File: src/rtl/mtimer_responder.sv
// Memory-mapped machine timer responder on the core data-memory port.
// 64-bit mtime with prescaler, 64-bit mtimecmp, ctrl, registered timer_irq.
module mtimer_responder #(
    parameter logic [31:0] BASE_ADDR  = 32'hFFFF_0000,
    parameter int          PRESCALE_W = 16
) (
    input  logic        clk,
    input  logic        rst,
    input  logic        mem_read,
    input  logic        mem_write,
    input  logic [31:0] address,
    input  logic [31:0] write_data,
    input  logic [3:0]  byte_en,
    output logic        hit,
    output logic [31:0] read_data,
    output logic        timer_irq
);

    logic [63:0]           r_mtime;
    logic [63:0]           r_cmp;
    logic [1:0]            r_ctrl;
    logic [PRESCALE_W-1:0] r_prescale;
    logic [PRESCALE_W-1:0] r_pcnt;
    logic [31:0]           r_hi_shadow;
    logic                  r_irq;

    logic [2:0]  w_off;
    logic [31:0] w_mask;
    logic        w_we;
    logic        w_wr_lo;
    logic        w_wr_hi;
    logic        w_wr_clo;
    logic        w_wr_chi;
    logic        w_wr_ctl;
    logic        w_wr_pre;
    logic        w_tick;
    logic        w_rd_lo;
    logic [31:0] w_ctrl_ext;
    logic [31:0] w_pre_ext;
    logic [31:0] w_ctrl_new;
    logic [31:0] w_pre_new;
    logic [31:0] w_rd;

    function automatic logic [31:0] merge(
        input logic [31:0] old_v,
        input logic [31:0] new_v,
        input logic [31:0] mask
    );
        return (old_v & ~mask) | (new_v & mask);
    endfunction

    assign hit    = (address[31:5] == BASE_ADDR[31:5]);
    assign w_off  = address[4:2];
    assign w_mask = {{8{byte_en[3]}}, {8{byte_en[2]}},
                     {8{byte_en[1]}}, {8{byte_en[0]}}};

    // An all-zero byte_en is treated exactly like no write at all.
    assign w_we     = mem_write & hit & (|byte_en);
    assign w_wr_lo  = w_we & (w_off == 3'd0);
    assign w_wr_hi  = w_we & (w_off == 3'd1);
    assign w_wr_clo = w_we & (w_off == 3'd2);
    assign w_wr_chi = w_we & (w_off == 3'd3);
    assign w_wr_ctl = w_we & (w_off == 3'd4);
    assign w_wr_pre = w_we & (w_off == 3'd5);
    assign w_rd_lo  = mem_read & hit & (w_off == 3'd0);

    assign w_tick     = r_ctrl[0] & (r_pcnt == r_prescale);
    assign w_ctrl_ext = {30'd0, r_ctrl};
    assign w_pre_ext  = 32'(r_prescale);
    assign w_ctrl_new = merge(w_ctrl_ext, write_data, w_mask);
    assign w_pre_new  = merge(w_pre_ext, write_data, w_mask);

    always_comb begin
        w_rd = 32'd0;
        if (mem_read & hit) begin
            case (w_off)
                3'd0:    w_rd = r_mtime[31:0];
                3'd1:    w_rd = r_hi_shadow;
                3'd2:    w_rd = r_cmp[31:0];
                3'd3:    w_rd = r_cmp[63:32];
                3'd4:    w_rd = w_ctrl_ext;
                3'd5:    w_rd = w_pre_ext;
                default: w_rd = 32'd0;
            endcase
        end
    end

    assign read_data = w_rd;
    assign timer_irq = r_irq;

    always_ff @(posedge clk) begin
        if (rst) begin
            r_mtime     <= 64'd0;
            r_cmp       <= '1;
            r_ctrl      <= 2'd0;
            r_prescale  <= '0;
            r_pcnt      <= '0;
            r_hi_shadow <= 32'd0;
            r_irq       <= 1'b0;
        end else begin
            if (w_rd_lo)
                r_hi_shadow <= r_mtime[63:32];

            r_irq <= r_ctrl[1] & (r_mtime >= r_cmp);

            // A software write to either half suppresses that cycle's tick.
            if (w_wr_lo)
                r_mtime[31:0] <= merge(r_mtime[31:0], write_data, w_mask);
            else if (w_wr_hi)
                r_mtime[63:32] <= merge(r_mtime[63:32], write_data, w_mask);
            else if (w_tick)
                r_mtime <= r_mtime + 64'd1;

            if (w_wr_clo)
                r_cmp[31:0] <= merge(r_cmp[31:0], write_data, w_mask);
            if (w_wr_chi)
                r_cmp[63:32] <= merge(r_cmp[63:32], write_data, w_mask);

            if (w_wr_ctl)
                r_ctrl <= w_ctrl_new[1:0];

            if (w_wr_pre) begin
                r_prescale <= w_pre_new[PRESCALE_W-1:0];
                r_pcnt     <= '0;
            end else if (r_ctrl[0]) begin
                r_pcnt <= w_tick ? '0 : r_pcnt + 1'b1;
            end
        end
    end

endmodule

File: config.mk
export PLATFORM = sky130hd
export DESIGN_NAME = mtimer_responder
export DESIGN_NICKNAME = d
export VERILOG_FILES = /design/src/rtl/mtimer_responder.sv
export SDC_FILE = /design/constraint.sdc
export NUM_CORES = 1
export LEC_CHECK = 0
export ABC_CLOCK_PERIOD_IN_PS = 4300
export CAP_MARGIN = 5
export CELL_PAD_IN_SITES_DETAIL_PLACEMENT = 0
export CELL_PAD_IN_SITES_GLOBAL_PLACEMENT = 2
export CORE_UTILIZATION = 36
export CTS_BUF_LIST = sky130_fd_sc_hd__clkbuf_8
export DETAILED_ROUTE_END_ITERATION = 16
export GPL_TIMING_DRIVEN = 0
export PLACE_DENSITY = 0.81
export SLEW_MARGIN = 0
export SYNTH_ARGS = -nofsm -noshare
export SYNTH_HDL_FRONTEND = slang
export SYNTH_SLANG_ARGS = --single-unit
File: constraint.sdc
create_clock -name clk -period 4.3 [get_ports clk]
set_input_delay 1.075 -clock clk [delete_from_list [all_inputs] [get_ports clk]]
set_output_delay 1.075 -clock clk [all_outputs]
set_load 0.02 [all_outputs]
==> results.sh, run 1 <==
export IMPL_grt_pass1_wl_um=79500
export IMPL_grt_max_degree=17
export IMPL_p_switching_w=0.000924
export IMPL_leakage_nw=6.53
export IMPL_viasPerCell=5.87
export IMPL_synth_edf_count=0
export IMPL_critPathKind="primary input to primary output"
export IMPL_slew_viol_final=0
export IMPL_grt_use_met1_pct=39.0
export IMPL_ant_nets=0
export IMPL_top_usage_layer="met2"
export IMPL_clock_sinks=195
export IMPL_synth_ff_type="dfxtp_1"
export IMPL_antenna_found_initial=1
export IMPL_finalClockSkew_ns=0.0242
export IMPL_dpl_cell_area_um2=14000
export IMPL_io_buffers=100
export IMPL_ys_types=85
export IMPL_hold_violations=0
export IMPL_crit_buf_inv=3
export IMPL_clkPwrFrac_pct=38.1
export IMPL_die_h_um=188
export IMPL_period_needed_ns=4.26
export IMPL_gp_congestion=0.938
export IMPL_cts_buffer_depth=2
export IMPL_async_flop_share_pct=0
export IMPL_yosys_warnings=0
export IMPL_cpLargestDelayFamily="simple AND/OR/NAND/NOR gates"
export IMPL_fin_ws_ns=0.0418
export IMPL_required_ns=3.22
export IMPL_dpl_hpwl_um=40400
export IMPL_clkTransAtPathRegs_ns=0.11
export IMPL_cts_root_buf="clkbuf_8"
export IMPL_die_w_um=188
export IMPL_avgRoutedWirePerCell_um=25.0
export IMPL_area_delta_synth_final_pct=18.3
export IMPL_fin_crit_sh_pct=99.0
export IMPL_grt_overflow=0
export IMPL_cts_made_buffers=17
export IMPL_crit_fanout=6
export IMPL_final_core_util_pct=43.5
export IMPL_crit_slowest_cell="clkdlybuf4s50_1"
export IMPL_setup_worst_path_start_class="primary input"
export IMPL_setup_viol=0
export IMPL_die_area_um2=35300
export IMPL_met2_usage_pct=50.8
export IMPL_final_common_cell="dfxtp_1"
export IMPL_finalNetCount=1844
export IMPL_core_um2=33800
export IMPL_p_comb_share_pct=8.7
export IMPL_drtPass1Iterations=6
export IMPL_ios=106
export IMPL_ys_ff_latch=195
export IMPL_layout_drive_gt1_share_pct=11.5
export IMPL_relSlewSlack_pct=6.53
export IMPL_rows=67
export IMPL_tightest_slew_ns=1.39
export IMPL_power_internal_w=0.00247
export IMPL_synth_nets=1714
export IMPL_fmax_mhz=235
export IMPL_avgSynthCellArea_um2=7.89
export IMPL_grt_pass1_vias=12200
export IMPL_drc=0
export IMPL_vdd_ir_drop_max_mv=0.212
export IMPL_crit_path_max_incr_delay_ns=0.40
export IMPL_synth_area_um2=12400
export IMPL_pre_cts_ws_ns=-1.51
export IMPL_powerDensity_nw_per_um2=231
export IMPL_grt_use_total_pct=30.6
export IMPL_worstSkewPairLatency_ns=0.53
export IMPL_critPathCaptureType="primary output"
export IMPL_netSwitchingFraction_pct=27.2
export IMPL_initial_core_util_pct=36.8
export IMPL_h_tree_depth=4
export IMPL_final_area_um2=14700
export IMPL_cts_tree="built"
export IMPL_layout_common_cells="195 x dfxtp_1, 174 x nand2_1, 159 x nor2_1"
export IMPL_num_vias=12709
export IMPL_ys_seq_area_share_pct=31.4
export IMPL_grt_use_met3_pct=4.47
export IMPL_maxCapViolCount=0
export IMPL_status="complete, no violations"
export IMPL_drt_iter0_drc=1289
export IMPL_syn_inst=1576
export IMPL_n_antenna_cell=0
export IMPL_power_frac_seq_pct=53.2
export IMPL_critPathArrivalTime_ns=3.18
export IMPL_finalWirelength_um=54000
export IMPL_critical_path_cell_chain="clkdlybuf4s50_1 -> or2_4 -> nor4_4 -> and2_4 -> nand2_4 -> a21o_4 -> clkbuf_16 -> a21oi_2 -> buf_4"
export IMPL_min_path_type="flop to flop"
cell type report:
cell class                 count  area (um2)
inverter                      78         295
sequential                   195        3900
timing repair buffer         111        1050
clock buffer                  17         234
multi-input combinational   1203        7960
buffer                       100         556
tap                          448         561
fill                        3540       19100
clock inverter                14         149
cells in the mapped netlist, drive strengths merged, types with 22 or more instances:
master | number | area share (%)
clkbuf | 60 | 1.8
nand2 | 176 | 5.3
o21ai | 66 | 2.7
nand4 | 46 | 2.4
o211ai | 43 | 2.6
nor2 | 166 | 5.0
a21oi | 157 | 6.4
nand3 | 43 | 1.7
a22oi | 39 | 2.4
inv | 76 | 2.3
xor2 | 22 | 1.5
and3 | 35 | 1.8
mux2i | 61 | 4.9
buf | 40 | 2.0
nor3 | 31 | 1.4
dfxtp | 195 | 31
ha | 66 | 6.6
logic make-up after synthesis:
family,Yosys count,synth area share [%]
fa+ha+maj,66,6.64
simple gates,593,23.5
compound gates,431,22.5
xor+xnor,39,2.75
flops,195,31.4
buf+inv,178,6.15
mux,74,6.99
per-layer routing:
layer | wire (um) | vias to the layer above
met4 | 2310 | 0
met1 | 23000 | 6110
met5 | 0 | -
met3 | 3580 | 111
met2 | 25200 | 529
li1 | - | 5959
through the flow:
step           power (W)  instances  TNS, ns  hold slack [ns]
2_1_floorplan    0.00196       1576        0            0.450
3_3_place_gp     0.00212       2124   -44.75            0.471
3_5_place_dp     0.00212       2124   -45.37            0.483
4_1_cts          0.00340       2162  -0.0781            0.503
5_1_grt          0.00349       2166   -0.102            0.531
6_report         0.00339       2166        0            0.502
power by group through the flow:
stage               clock network [W]  registers (W)  logic, W
finish                        0.00129        0.00180  0.000295
global route                  0.00137        0.00181  0.000308
CTS                           0.00131        0.00180  0.000286
detailed placement                  0        0.00185  0.000278
global placement                    0        0.00185  0.000279
floorplan                           0        0.00185  0.000112
timing repair:
action                                  CTS  global route
setup buffers                             4             4
gates cloned                              3             0
gates resized for setup                 224            10
pin swaps                                 5             4
endpoints found under the setup margin   33            29
hold buffers                              0             0
tightest hold or removal path, stage by stage, from the launching register on:
cell	delay, ns
dfxtp_1	0.35
nand2_1	0.06
a21oi_1	0.05
final timing paths:
path / from / endpoint / slack, ns / cells past startpoint
worst max-delay path: address[6] / read_data[16] / 0.04 / 9
worst min-delay path: flop / flop / 0.50 / 2
worst max register to register: flop / flop / 0.35 / 8
worst min register to register: flop / flop / 0.50 / 2
Power figures use the tool's default switching activity.
==> run 2, diff against run 1 <==
--- a/config.mk
+++ b/config.mk
@@ -9,11 +9,10 @@
 export CAP_MARGIN = 5
 export CELL_PAD_IN_SITES_DETAIL_PLACEMENT = 0
 export CELL_PAD_IN_SITES_GLOBAL_PLACEMENT = 2
-export CORE_UTILIZATION = 36
-export CTS_BUF_LIST = sky130_fd_sc_hd__clkbuf_8
+export CORE_UTILIZATION = 35
 export DETAILED_ROUTE_END_ITERATION = 16
 export GPL_TIMING_DRIVEN = 0
-export PLACE_DENSITY = 0.81
+export PLACE_DENSITY = 0.84
 export SLEW_MARGIN = 0
 export SYNTH_ARGS = -nofsm -noshare
 export SYNTH_HDL_FRONTEND = slang
==> run 2 against run 1 <==
- clock skew shrank 0.0030 ns
- die area grew 2.8%
- worst hold slack got worse by 0.0017 ns
- largest power group unchanged
- maximum frequency rose by 0.25%
- register-to-register slack better by 0.12 ns
- via count grew 0.18%
- power is 11% higher
==> results.sh, run 2 (synthesized netlist as in run 1, its figures left out) <==
export IMPL_status="complete, no violations"
export IMPL_num_vias=12732
export IMPL_period_needed_ns=4.25
export IMPL_grt_overflow=0
export IMPL_layout_common_cells="195 x dfxtp_1, 174 x nand2_1, 157 x nor2_1"
export IMPL_grt_use_total_pct=29.8
export IMPL_min_path_type="flop to flop"
export IMPL_hold_violations=0
export IMPL_setup_worst_path_start_class="primary input"
export IMPL_required_ns=3.22
export IMPL_dr_wl_met3_um=3310
export IMPL_die_w_um=190
export IMPL_wl_met1_um=23600
export IMPL_layout_drive_gt1_share_pct=11.9
export IMPL_stdcell_count=2172
export IMPL_fin_ws_ns=0.0525
export IMPL_grt_pass1_vias=12409
export IMPL_rows=68
export IMPL_leakage_nw=6.54
export IMPL_area_delta_synth_final_pct=19.8
export IMPL_initial_core_util_pct=35.8
export IMPL_dp_cells=2131
export IMPL_die_area_um2=36300
export IMPL_dpl_hpwl_um=40200
export IMPL_tightest_slew_ns=1.25
export IMPL_cts_root_buf="clkbuf_16"
export IMPL_final_area_um2=14900
export IMPL_drtPass1Iterations=5
export IMPL_gp_congestion=0.929
export IMPL_dpl_cell_area_um2=14000
export IMPL_clock_sinks=195
export IMPL_fillers=3574
export IMPL_cts_made_buffers=17
export IMPL_h_tree_depth=4
export IMPL_ios=106
export IMPL_critPathArrivalTime_ns=3.17
export IMPL_grt_pass1_wl_um=79600
export IMPL_relSlewSlack_pct=15.9
export IMPL_slew_viol_final=0
export IMPL_top_layer="met4"
export IMPL_grt_max_degree=19
export IMPL_cts_tree="built"
export IMPL_critPathCaptureType="primary output"
export IMPL_multiInputGateArea_um2=7950
export IMPL_regArea_um2=3900
export IMPL_worstSkewPairLatency_ns=0.46
export IMPL_core_um2=34700
export IMPL_avgRoutedWirePerCell_um=24.7
export IMPL_io_buffers=100
export IMPL_setup_viol=0
export IMPL_fmax_mhz=235
export IMPL_rsz0062_at_grt="no"
export IMPL_maxCapViolCount=0
export IMPL_finalClockSkew_ns=0.0213
export IMPL_fin_crit_sh_pct=98.8
export IMPL_wl_met2_um=25100
export IMPL_drt_iter0_drc=1311
export IMPL_crit_fanout=6
export IMPL_die_h_um=190
export IMPL_holdWs_ns=0.500
export IMPL_antenna_found_initial=0
export IMPL_vdd_ir_drop_max_mv=0.253
export IMPL_ant_nets=0
export IMPL_pre_cts_ws_ns=-1.29
export IMPL_viasPerCell=5.86
export IMPL_powerDensity_nw_per_um2=253
export IMPL_cts_buffer_depth=2
export IMPL_finalWirelength_um=53700
export IMPL_drc=0
export IMPL_clkTransAtPathRegs_ns=0.07
export IMPL_finalNetCount=1841
export IMPL_critPathKind="primary input to primary output"
export IMPL_cts_hold_buf=0
export IMPL_final_common_cell="dfxtp_1"
[run 2: cell type report]
class                   count  share of cell area [%]
diodes                      1                  0.0168
plain buffers             100                    3.75
clock buffers              19                    2.97
clock inverters            13                   0.941
inverters                  78                    1.97
multi-input cells        1203                    53.4
flip-flops and latches    195                    26.2
well taps                 455                    3.82
repair buffers            108                    6.92
[run 2: per-layer routing]
layer  track usage (%)  vias up
met5                 0        -
met4              10.6        0
met3              3.59      100
met2              50.0      505
met1              39.1     6171
li1                  -     5956
[run 2: what timing repair did]
item,CTS,global route
gates resized for setup,233,15
pin swaps,4,2
setup buffers,3,2
setup endpoints to repair,37,15
cloned,3,0
[run 2: worst paths after layout]
kind,from,end,slack [ns],cells after the start
max,address[5],read_data[17],0.05,9
max reg2reg,flop,flop,0.47,8
min reg2reg,flop,flop,0.50,2
min,flop,flop,0.50,2
[run 2: report_power, final]
part	total (W)	internal (W)	switching (W)
Combinational	0.000290	0.000102	0.000188
Clock	0.00168	0.000839	0.000840
Sequential	0.00180	0.00180	0.000000000000968
[run 2: metrics by stage]
step / setup TNS [ns] / util, % / total power, W
after global routing: 0 / 42.9 / 0.00387
after CTS: 0 / 42.8 / 0.00377
after global placement: -40.27 / 40.3 / 0.00212
final: 0 / 42.9 / 0.00377
after floorplan: 0 / - / 0.00196
after detailed placement: -40.90 / 40.3 / 0.00212
[run 2: worst max-delay path, cell delays in order]
cell and delay [ns]:
clkbuf_2 0.08, or4_4 0.55, nor4_4 0.40, and2_4 0.23, nand2_4 0.05, a21o_4 0.27
clkbuf_16 0.20, a21oi_4 0.15, buf_6 0.14
